**src/rtl/irq_sequencer.sv**
```systemverilog
// Interrupt entry sequencer: arbitrates NMI / INTR / single-step at instruction boundaries,
// runs the two-cycle INTA handshake, dispatches a vector and clears IF/TF. Option: IRQ_SINGLE_STEP_EN.
module irq_sequencer #(
    parameter logic [7:0] NMI_VECTOR   = 8'h02,
    parameter logic [7:0] STEP_VECTOR  = 8'h01,
    parameter int         INTA_TIMEOUT = 16,
    parameter int         UPD_TF       = 5,
    parameter int         UPD_IF       = 6
) (
    input  logic        clk,
    input  logic        reset_n,
    input  logic [15:0] flags,
    input  logic        inst_boundary,
    input  logic        irq_inhibit,
    input  logic        nmi,
    input  logic        intr,
    output logic        inta_req,
    input  logic        inta_ack,
    input  logic [7:0]  inta_data,
    output logic        irq_start,
    output logic [7:0]  irq_vector,
    input  logic        irq_ready,
    output logic [15:0] flags_in,
    output logic [8:0]  update_flags,
    output logic        inta_timeout
);

    typedef enum logic [2:0] {
        IDLE,
        INTA1,
        INTA2,
        DISPATCH,
        CLEAR
    } state_t;

    localparam logic [7:0] LAST_WAIT = 8'(INTA_TIMEOUT - 1);
    localparam logic [8:0] CLR_MASK  = (9'd1 << UPD_IF) | (9'd1 << UPD_TF);

    state_t     state;
    logic       nmi_q;
    logic       nmi_pending;
    logic [7:0] count;
    logic       step_req;
    logic       unused_flags;

`ifdef IRQ_SINGLE_STEP_EN
    assign step_req = flags[8];
`else
    assign step_req = 1'b0;
`endif

    assign unused_flags = ^{flags[15:10], flags[8:0]};

    // Entry always writes IF and TF as zero; no other flag is ever touched.
    assign flags_in = 16'h0000;

    always_ff @(posedge clk) begin
        if (!reset_n) begin
            state        <= IDLE;
            nmi_q        <= 1'b0;
            nmi_pending  <= 1'b0;
            count        <= 8'd0;
            inta_req     <= 1'b0;
            irq_start    <= 1'b0;
            irq_vector   <= 8'h00;
            update_flags <= 9'd0;
            inta_timeout <= 1'b0;
        end else begin
            nmi_q <= nmi;
            case (state)
                IDLE: begin
                    if (inst_boundary && !irq_inhibit) begin
                        if (nmi_pending) begin
                            irq_vector  <= NMI_VECTOR;
                            nmi_pending <= 1'b0;
                            irq_start   <= 1'b1;
                            state       <= DISPATCH;
                        end else if (intr && flags[9]) begin
                            inta_req <= 1'b1;
                            count    <= 8'd0;
                            state    <= INTA1;
                        end else if (step_req) begin
                            irq_vector <= STEP_VECTOR;
                            irq_start  <= 1'b1;
                            state      <= DISPATCH;
                        end
                    end
                end
                INTA1: begin
                    if (inta_ack) begin
                        inta_req <= 1'b0;
                        count    <= 8'd0;
                        state    <= INTA2;
                    end else if (count == LAST_WAIT) begin
                        inta_req     <= 1'b0;
                        inta_timeout <= 1'b1;
                        count        <= 8'd0;
                        state        <= IDLE;
                    end else begin
                        count <= count + 8'd1;
                    end
                end
                INTA2: begin
                    // First INTA2 cycle is the mandatory one-cycle gap with inta_req low.
                    if (!inta_req) begin
                        inta_req <= 1'b1;
                    end else if (inta_ack) begin
                        irq_vector   <= inta_data;
                        inta_timeout <= 1'b0;
                        inta_req     <= 1'b0;
                        count        <= 8'd0;
                        irq_start    <= 1'b1;
                        state        <= DISPATCH;
                    end else if (count == LAST_WAIT) begin
                        inta_req     <= 1'b0;
                        inta_timeout <= 1'b1;
                        count        <= 8'd0;
                        state        <= IDLE;
                    end else begin
                        count <= count + 8'd1;
                    end
                end
                DISPATCH: begin
                    if (irq_ready) begin
                        irq_start    <= 1'b0;
                        update_flags <= CLR_MASK;
                        state        <= CLEAR;
                    end
                end
                CLEAR: begin
                    update_flags <= 9'd0;
                    state        <= IDLE;
                end
                default: state <= IDLE;
            endcase
            // A fresh edge landing on the dispatch cycle re-arms the request rather than being lost.
            if (nmi && !nmi_q) begin
                nmi_pending <= 1'b1;
            end
        end
    end

endmodule
```
**config.mk**
```make
export PLATFORM = sky130hd
export DESIGN_NAME = irq_sequencer
export DESIGN_NICKNAME = d
export VERILOG_FILES = /design/src/rtl/irq_sequencer.sv
export SDC_FILE = /design/constraint.sdc
export NUM_CORES = 1
export LEC_CHECK = 0
export CAP_MARGIN = 5
export CORE_MARGIN = 3
export CORE_UTILIZATION = 35
export CTS_CLUSTER_SIZE = 20
export DETAILED_ROUTE_END_ITERATION = 16
export PLACE_DENSITY = 0.8
export SLEW_MARGIN = 15
export SYNTH_ARGS = -nofsm -noshare
export SYNTH_HDL_FRONTEND = slang
export SYNTH_SLANG_ARGS = --single-unit
```
**constraint.sdc**
```tcl
create_clock -name clk -period 2.28 [get_ports clk]
set_clock_uncertainty 0.1 [all_clocks]
set_input_delay 0.684 -clock clk [delete_from_list [all_inputs] [get_ports clk]]
set_output_delay 0.684 -clock clk [all_outputs]
set_load 0.005 [all_outputs]
```
==> results of run 1 <==
==> worst min-delay path by stage <==
stage	startpoint	slack [ps]	depth (start not counted)	endpoint
5_1_grt	irq_vector[1]$_SDFFE_PN0P_	410	2	irq_vector[1]$_SDFFE_PN0P_
6_report	irq_vector[1]$_SDFFE_PN0P_	380	2	irq_vector[1]$_SDFFE_PN0P_
3_3_place_gp	irq_vector[1]$_SDFFE_PN0P_	360	2	irq_vector[1]$_SDFFE_PN0P_
3_5_place_dp	irq_vector[1]$_SDFFE_PN0P_	360	2	irq_vector[1]$_SDFFE_PN0P_
2_1_floorplan	count[1]$_SDFFE_PN0P_	360	2	count[1]$_SDFFE_PN0P_
4_1_cts	irq_vector[1]$_SDFFE_PN0P_	380	2	irq_vector[1]$_SDFFE_PN0P_
==> per-layer routing <==
layer  vias to the layer above  GRT usage [%]
met4                         0          3.219
met1                       627          16.18
met2                        38          21.35
li1                        666              -
met5                         -              0
met3                         6          3.283
==> flip-flops by register name (all words and copies together) (netlist names) <==
| register | count |
|---|---|
| nmi_pending | 1 |
| count | 8 |
| irq_vector | 8 |
| inta_timeout | 1 |
| inta_req | 1 |
| irq_start | 1 |
| nmi_q | 1 |
| update_flags | 1 |
| state | 3 |
==> logic make-up after synthesis <==
logic type	share of synthesized area [%]
fa+ha+maj	0.7885
simple gates	26.66
other cells	0.2364
buf+inv	15.77
flops	31.55
xor+xnor	0.5522
compound gates	20.03
mux	4.417
==> metrics by stage <==
step / utilization [%] / hold slack [ps] / instances / area [sq um]
2_1_floorplan: - / 357.9 / 200 / 1669
3_3_place_gp: 45.07 / 355.5 / 258 / 1881
3_5_place_dp: 45.07 / 360.6 / 258 / 1881
4_1_cts: 46.18 / 381.2 / 262 / 1927
5_1_grt: 46.18 / 412.0 / 262 / 1927
6_report: 46.18 / 377.2 / 262 / 1927
==> synthesized netlist by cell type (all sizes together) (3+ instances only) <==
cell	number
o21ai	3
buf	29
clkbuf	4
nand2b	5
nor2	12
a211oi	3
nand2	10
and2	8
o31ai	4
mux2i	7
o22ai	3
inv	5
and3	3
nand3	10
nor3	3
dfxtp	25
a21oi	10
==> cell usage in the layout, fill, tap and decap left out, types with 3 or more instances in the layout <==
cell type	count
dfxtp_1	25
inv_1	5
and3_1	3
nand2b_1	5
mux2i_1	7
buf_4	12
nor2_1	12
conb_1	23
a21oi_1	10
nand2_1	9
o22ai_1	3
nand3_1	10
and2_1	8
clkdlybuf4s50_1	29
clkbuf_8	3
==> critical path: cells and delay by family <==
family | cells | cell delay [ps]
compound gates | 3 | 540
buf+inv | 1 | 520
simple gates | 1 | 410
==> cell type report <==
| class | instances | area share (%) |
|---|---|---|
| multi-input combinational | 137 | 47.66 |
| sequential | 25 | 25.97 |
| timing repair buffer | 41 | 19.74 |
| tap | 50 | 3.247 |
| clock buffer | 3 | 2.143 |
| inverter | 5 | 0.9740 |
| clock inverter | 1 | 0.2597 |
==> power breakdown <==
part,internal [mW],switching [mW],total [mW]
clock,0.122,0.143,0.265
combinational,0.0952,0.0841,0.179
sequential,0.447,0.0203,0.467
==> results by group, run 1 <==
Status
  – Outcome: finished clean

Floorplanning
  – Die width: 73.33 microns
  – Die height: 73.33 microns
  – Area of the die: 5377 sq um
  – CORE AREA: 4173 sq um
  – I/O pin total: 68
  – Row cnt: 23
  – Initial Util: 38.02%

Finish
  – Total Nets Final: 246
  – Layout fillers: 389
  – Sequential cell area: 500.5 sq um
  – Multi-input combinational cell area: 918.4 sq um
  – Area Overhead vs Synth: 21.45%
  – Number of antenna diodes: 0
  – Share of cells above drive strength 1: 14.62%

Detailed routing
  – Met3 WL: 177 microns
  – ANT nets after route: 0
  – Routed len/inst: 12.58 microns
  – Vias per Instance: 5.103
  – Drt total wl: 3.296 mm
  – DR pass1 iterations: 4
  – Top sig layer: met4
  – WL met2: 1.583 mm
  – Iter 0 DRT Violations: 67
  – Met1 WL: 1.510 mm
  – Detailed-route via count: 1337
  – Residual DRC: 0

Synthesis
  – Synth area leader: dfxtp_1
  – Mapped Area: 1587 sq um
  – Synth async-reset ratio: 0%
  – Syn avg cell area: 8.913 sq um
  – Cells after Synth: 178
  – Synth unique cells: 54
  – Synth area leaders: dfxtp_1 32%, buf_4 12%, mux2i_1 4.4%
  – Synthesis Warnings: 0
  – Most used DFF post-synth: dfxtp_1
  – Top cell type's share of synthesized area: 31.55%
  – EDFF count, synth: 0
  – Synthesized flop and latch total: 25
  – Sequential area share after synthesis: 31.55%

Power and ir drop
  – PwrDens: 473.3 nW/um^2
  – Worst VDD drop: 265.1 uV
  – Static Leak: 0.7364 nW
  – Total power: 911.9 uW

Critical path
  – CP Class: in -> reg
  – Slowest stage cell, crit path: clkdlybuf4s50_1
  – Endpoint class of the critical path: flip-flop
  – CP Cell Sequence: clkdlybuf4s50_1, or3b_4, a31oi_2, o2111ai_1, o31ai_2
  – Worst reg-to-reg path cell count: 5
  – Reg-to-reg endpoint: count[3]$_SDFFE_PN0P_
  – Critical Path Source: inst_boundary
  – Critical Path Sink: state[0]$_SDFFE_PN0P_
  – Setup crit start kind: input port
  – Worst r2r src: state[1]$_SDFFE_PN0P_
  – Crit path required time: 2380 ps
  – Max incr delay on CP: 520 ps
  – Maximum fanout along the worst path: 4
  – Critical Path AT: 2160 ps
  – R2R Setup Slk: 450 ps

STA
  – Peak Freq: 485.2 MHz
  – RSZ-0062 raised after global routing: no
  – Slew Viols, Final: 0
  – Final WS setup: 219.0 ps
  – Worst Max-Slew Pin Slew: 607.0 ps
  – Min cycle time layout: 2061 ps
  – Setup violators final: 0
  – Post-route setup TNS: 0 ps
  – Slew headroom: 59.48%
  – Tcrit/Tclk final: 90.39%
  – Final-report hold violation count: 0

Clocking
  – CTS H-tree lvls: 1
  – Post_cts resized: 0
  – Post-CTS setup buffer count: 0
  – Post-CTS Hold Buffers: 0
  – Worst-path clk slew: 90 ps
  – CTS Sinks: 25
  – Clk Latency, worst-skew pair: 270 ps
  – CTS tree: done
  – Clock Tree Buf Depth: 2
  – Root Driver: clkbuf_8
  – Num CTS Buffers: 3

Global routing
  – Total congestion overflow: 0
  – Initial antenna violation count: 0
  – First-pass GRT wire length: 5.533 mm
  – Largest net degree at the start of global routing: 17
  – Gr usage total: 12.71%
  – Number of global-route vias before repair: 1238

Placed design
  – Port Buffers: 29
  – Final GP Congestion: 0.8511
  – Place WS: -54.98 ps
  – Post-DP HPWL: 2.465 mm

Run
  – Max-cap viol count: 0

Hold path
  – Worst min path class: reg -> reg
(Power assumes the default switching activity.)
==> inputs of run 2 (changes only) <==
--- a/config.mk
+++ b/config.mk
@@ -7,10 +7,10 @@
 export LEC_CHECK = 0
 export CAP_MARGIN = 5
 export CORE_MARGIN = 3
-export CORE_UTILIZATION = 35
+export CORE_UTILIZATION = 42
 export CTS_CLUSTER_SIZE = 20
 export DETAILED_ROUTE_END_ITERATION = 16
-export PLACE_DENSITY = 0.8
+export PLACE_DENSITY = 0.92
 export SLEW_MARGIN = 15
 export SYNTH_ARGS = -nofsm -noshare
 export SYNTH_HDL_FRONTEND = slang
==> run 2 against run 1 <==
  * Final cell count down 2.3%
  * Non-clock buffer count down 2
  * Sequential power about the same
  * Highest routed layer unchanged
  * Global-route usage up 3.5 points
  * Critical path type unchanged
==> results by group, run 2 (same netlist as run 1, synthesis figures left out) <==
Status
  – Outcome: finished clean (unchanged)

Critical path
  – CP Cell Sequence: clkdlybuf4s50_1, or3b_4, a31oi_2, o2111ai_1, o31ai_2 (unchanged)
  – Slowest stage cell, crit path: clkdlybuf4s50_1 (unchanged)
  – Maximum fanout along the worst path: 4 (unchanged)
  – Setup crit start kind: input port (unchanged)
  – R2R Setup Slk: 450 ps (about the same)
  – Critical Path Source: inst_boundary (unchanged)
  – Max incr delay on CP: 520 ps (about the same)
  – Worst r2r src: count[0]$_SDFFE_PN0P_ (was state[1]$_SDFFE_PN0P_)
  – Crit-path leading delay family: compound AO/OA/AOI/OAI gates (unchanged)
  – Reg-to-reg endpoint: count[3]$_SDFFE_PN0P_ (unchanged)
  – Worst reg-to-reg path cell count: 5 (unchanged)
  – Bufs and invs on worst path: 1 (unchanged)
  – Critical Path AT: 2150 ps (was 2160 ps)
  – CP Class: in -> reg (unchanged)
  – Crit path required time: 2370 ps (was 2380 ps)
  – Endpoint class of the critical path: flip-flop (unchanged)

Placed design
  – Port Buffers: 29 (unchanged)
  – Final GP Congestion: 0.8301 (was 0.8511)
  – Post-DP HPWL: 2.455 mm (was 2.465 mm)
  – Place WS: -68.77 ps (was -54.98 ps)

Finish
  – Most frequent cells in the layout: 29 x clkdlybuf4s50_1, 25 x dfxtp_1, 23 x conb_1 (unchanged)
  – Top flop regs: count (8), irq_vector (8), state (3) (unchanged)
  – Total Nets Final: 244 (was 246)
  – Sequential cell area: 500.5 sq um (unchanged)
  – Area Overhead vs Synth: 20.19% (was 21.45%)
  – Share of cells above drive strength 1: 13.81% (was 14.62%)
  – Multi-input combinational cell area: 918.4 sq um (unchanged)
  – Number of antenna diodes: 0 (unchanged)
  – Layout fillers: 306 (was 389)
  – Commonest non-fill, non-tap cell in the layout: clkdlybuf4s50_1 (unchanged)

Hold path
  – Hold path cells: 2 (unchanged)
  – Worst Hold End: irq_vector[1]$_SDFFE_PN0P_ (unchanged)
  – Worst min path class: reg -> reg (unchanged)
  – HP Start: irq_vector[1]$_SDFFE_PN0P_ (unchanged)

STA
  – Slew Viols, Final: 0 (unchanged)
  – Worst Max-Slew Pin Slew: 572.8 ps (was 607.0 ps)
  – Peak Freq: 486.3 MHz (was 485.2 MHz)
  – Final WS setup: 223.5 ps (was 219.0 ps)
  – Slew headroom: 60.83% (was 59.48%)
  – RSZ-0062 raised after global routing: no (unchanged)
  – Setup violators final: 0 (unchanged)
  – Min cycle time layout: 2057 ps (was 2061 ps)
  – Tcrit/Tclk final: 90.20% (was 90.39%)
  – Final-report hold violation count: 0 (unchanged)

Floorplanning
  – I/O pin total: 68 (unchanged)
  – Row cnt: 21 (was 23)
  – Area of the die: 4551 sq um (was 5377 sq um)
  – Initial Util: 45.40% (was 38.02%)
  – CORE AREA: 3495 sq um (was 4173 sq um)
  – Die height: 67.46 microns (was 73.33 microns)
  – Die width: 67.46 microns (was 73.33 microns)

Global routing
  – First-pass GRT wire length: 5.865 mm (was 5.533 mm)
  – Initial antenna violation count: 0 (unchanged)
  – Largest net degree at the start of global routing: 22 (was 17)
  – Number of global-route vias before repair: 1304 (was 1238)
  – Gr usage total: 16.26% (was 12.71%)
  – Total congestion overflow: 0 (unchanged)

Detailed routing
  – Vias per Instance: 5.270 (was 5.103)
  – ANT nets after route: 0 (unchanged)
  – DR pass1 iterations: 4 (unchanged)
  – Residual DRC: 0 (unchanged)
  – Routed len/inst: 13.04 microns (was 12.58 microns)
  – Iter 0 DRT Violations: 62 (was 67)
  – Detailed-route via count: 1349 (was 1337)
  – Drt total wl: 3.337 mm (was 3.296 mm)

Run
  – Max-cap viol count: 0 (unchanged)

Clocking
  – Post_cts resized: 0 (unchanged)
  – Root Driver: clkbuf_8 (unchanged)
  – Clk Latency, worst-skew pair: 270 ps (about the same)
  – Post-CTS setup buffer count: 0 (unchanged)
  – CTS tree: done (unchanged)
  – CTS H-tree lvls: 1 (unchanged)
  – CTS Sinks: 25 (unchanged)
  – Post-CTS Hold Buffers: 0 (unchanged)
  – Worst-path clk slew: 90 ps (about the same)
  – Num CTS Buffers: 3 (unchanged)
  – Clock Tree Buf Depth: 2 (unchanged)

Power and ir drop
  – Static Leak: 0.7267 nW (was 0.7364 nW)
  – Worst VDD drop: 339.4 uV (was 265.1 uV)
  – Total power: 912.5 uW (was 911.9 uW)
  – PwrDens: 478.6 nW/um^2 (was 473.3 nW/um^2)
run 2: cell types whose count changed in the layout (fill, tap and decap cells not counted):
cell,change
buf_4,-2
run 2: layer usage:
layer	track usage, %	vias up	part of all wire, %
li1	-	662	-
met1	21.17	628	44
met2	26.49	54	48
met3	3.494	5	6.9
met4	5.316	0	0.96
met5	0	-	0
run 2: worst register-to-register path: stages (launching register included):
cell       delay [ps]
dfxtp_1           360
ha_1              250
and3_1            270
a2111oi_4         410
nand2_2           150
o41ai_2           210
run 2: metrics by stage:
step                      util, %  cells  hold slack [ps]  area, sq um  TNS (ps)
after global placement      53.24    252            355.2         1861    -75.95
final                       54.57    256            377.3         1907         0
after detailed placement    53.24    252            363.6         1861    -481.0
after CTS                   54.57    256            377.9         1907         0
after global routing        54.57    256            402.0         1907         0
after floorplan                 -    200            357.9         1669         0
run 2: layout make-up:
type                       count  share of cell area, %
multi-input combinational    137                  48.16
tap                           46                  3.018
inverter                       5                 0.9843
timing repair buffer          39                  19.16
clock inverter                 1                 0.2625
sequential                    25                  26.25
clock buffer                   3                  2.165
run 2: worst max-delay path by stage:
stage	to	slack (ps)	cells after the start
floorplan	state[0]$_SDFFE_PN0P_	540	4
global placement	state[0]$_SDFFE_PN0P_	-30	5
detailed placement	state[0]$_SDFFE_PN0P_	-70	5
CTS	state[0]$_SDFFE_PN0P_	210	5
global route	irq_vector[7]$_SDFFE_PN0P_	130	6
finish	state[0]$_SDFFE_PN0P_	220	5
run 2: power by group:
group	switching (mW)	internal (mW)
logic	0.0866	0.0949
clock network	0.145	0.122
registers	0.0165	0.447
==> inputs of run 3 (changes only) <==
--- a/config.mk
+++ b/config.mk
@@ -8,6 +8,7 @@
 export CAP_MARGIN = 5
 export CORE_MARGIN = 3
 export CORE_UTILIZATION = 42
+export CTS_CLUSTER_DIAMETER = 40
 export CTS_CLUSTER_SIZE = 20
 export DETAILED_ROUTE_END_ITERATION = 16
 export PLACE_DENSITY = 0.92
==> results of run 3 <==
No change in the layout: final DEF, timing and power equal those of run 2.
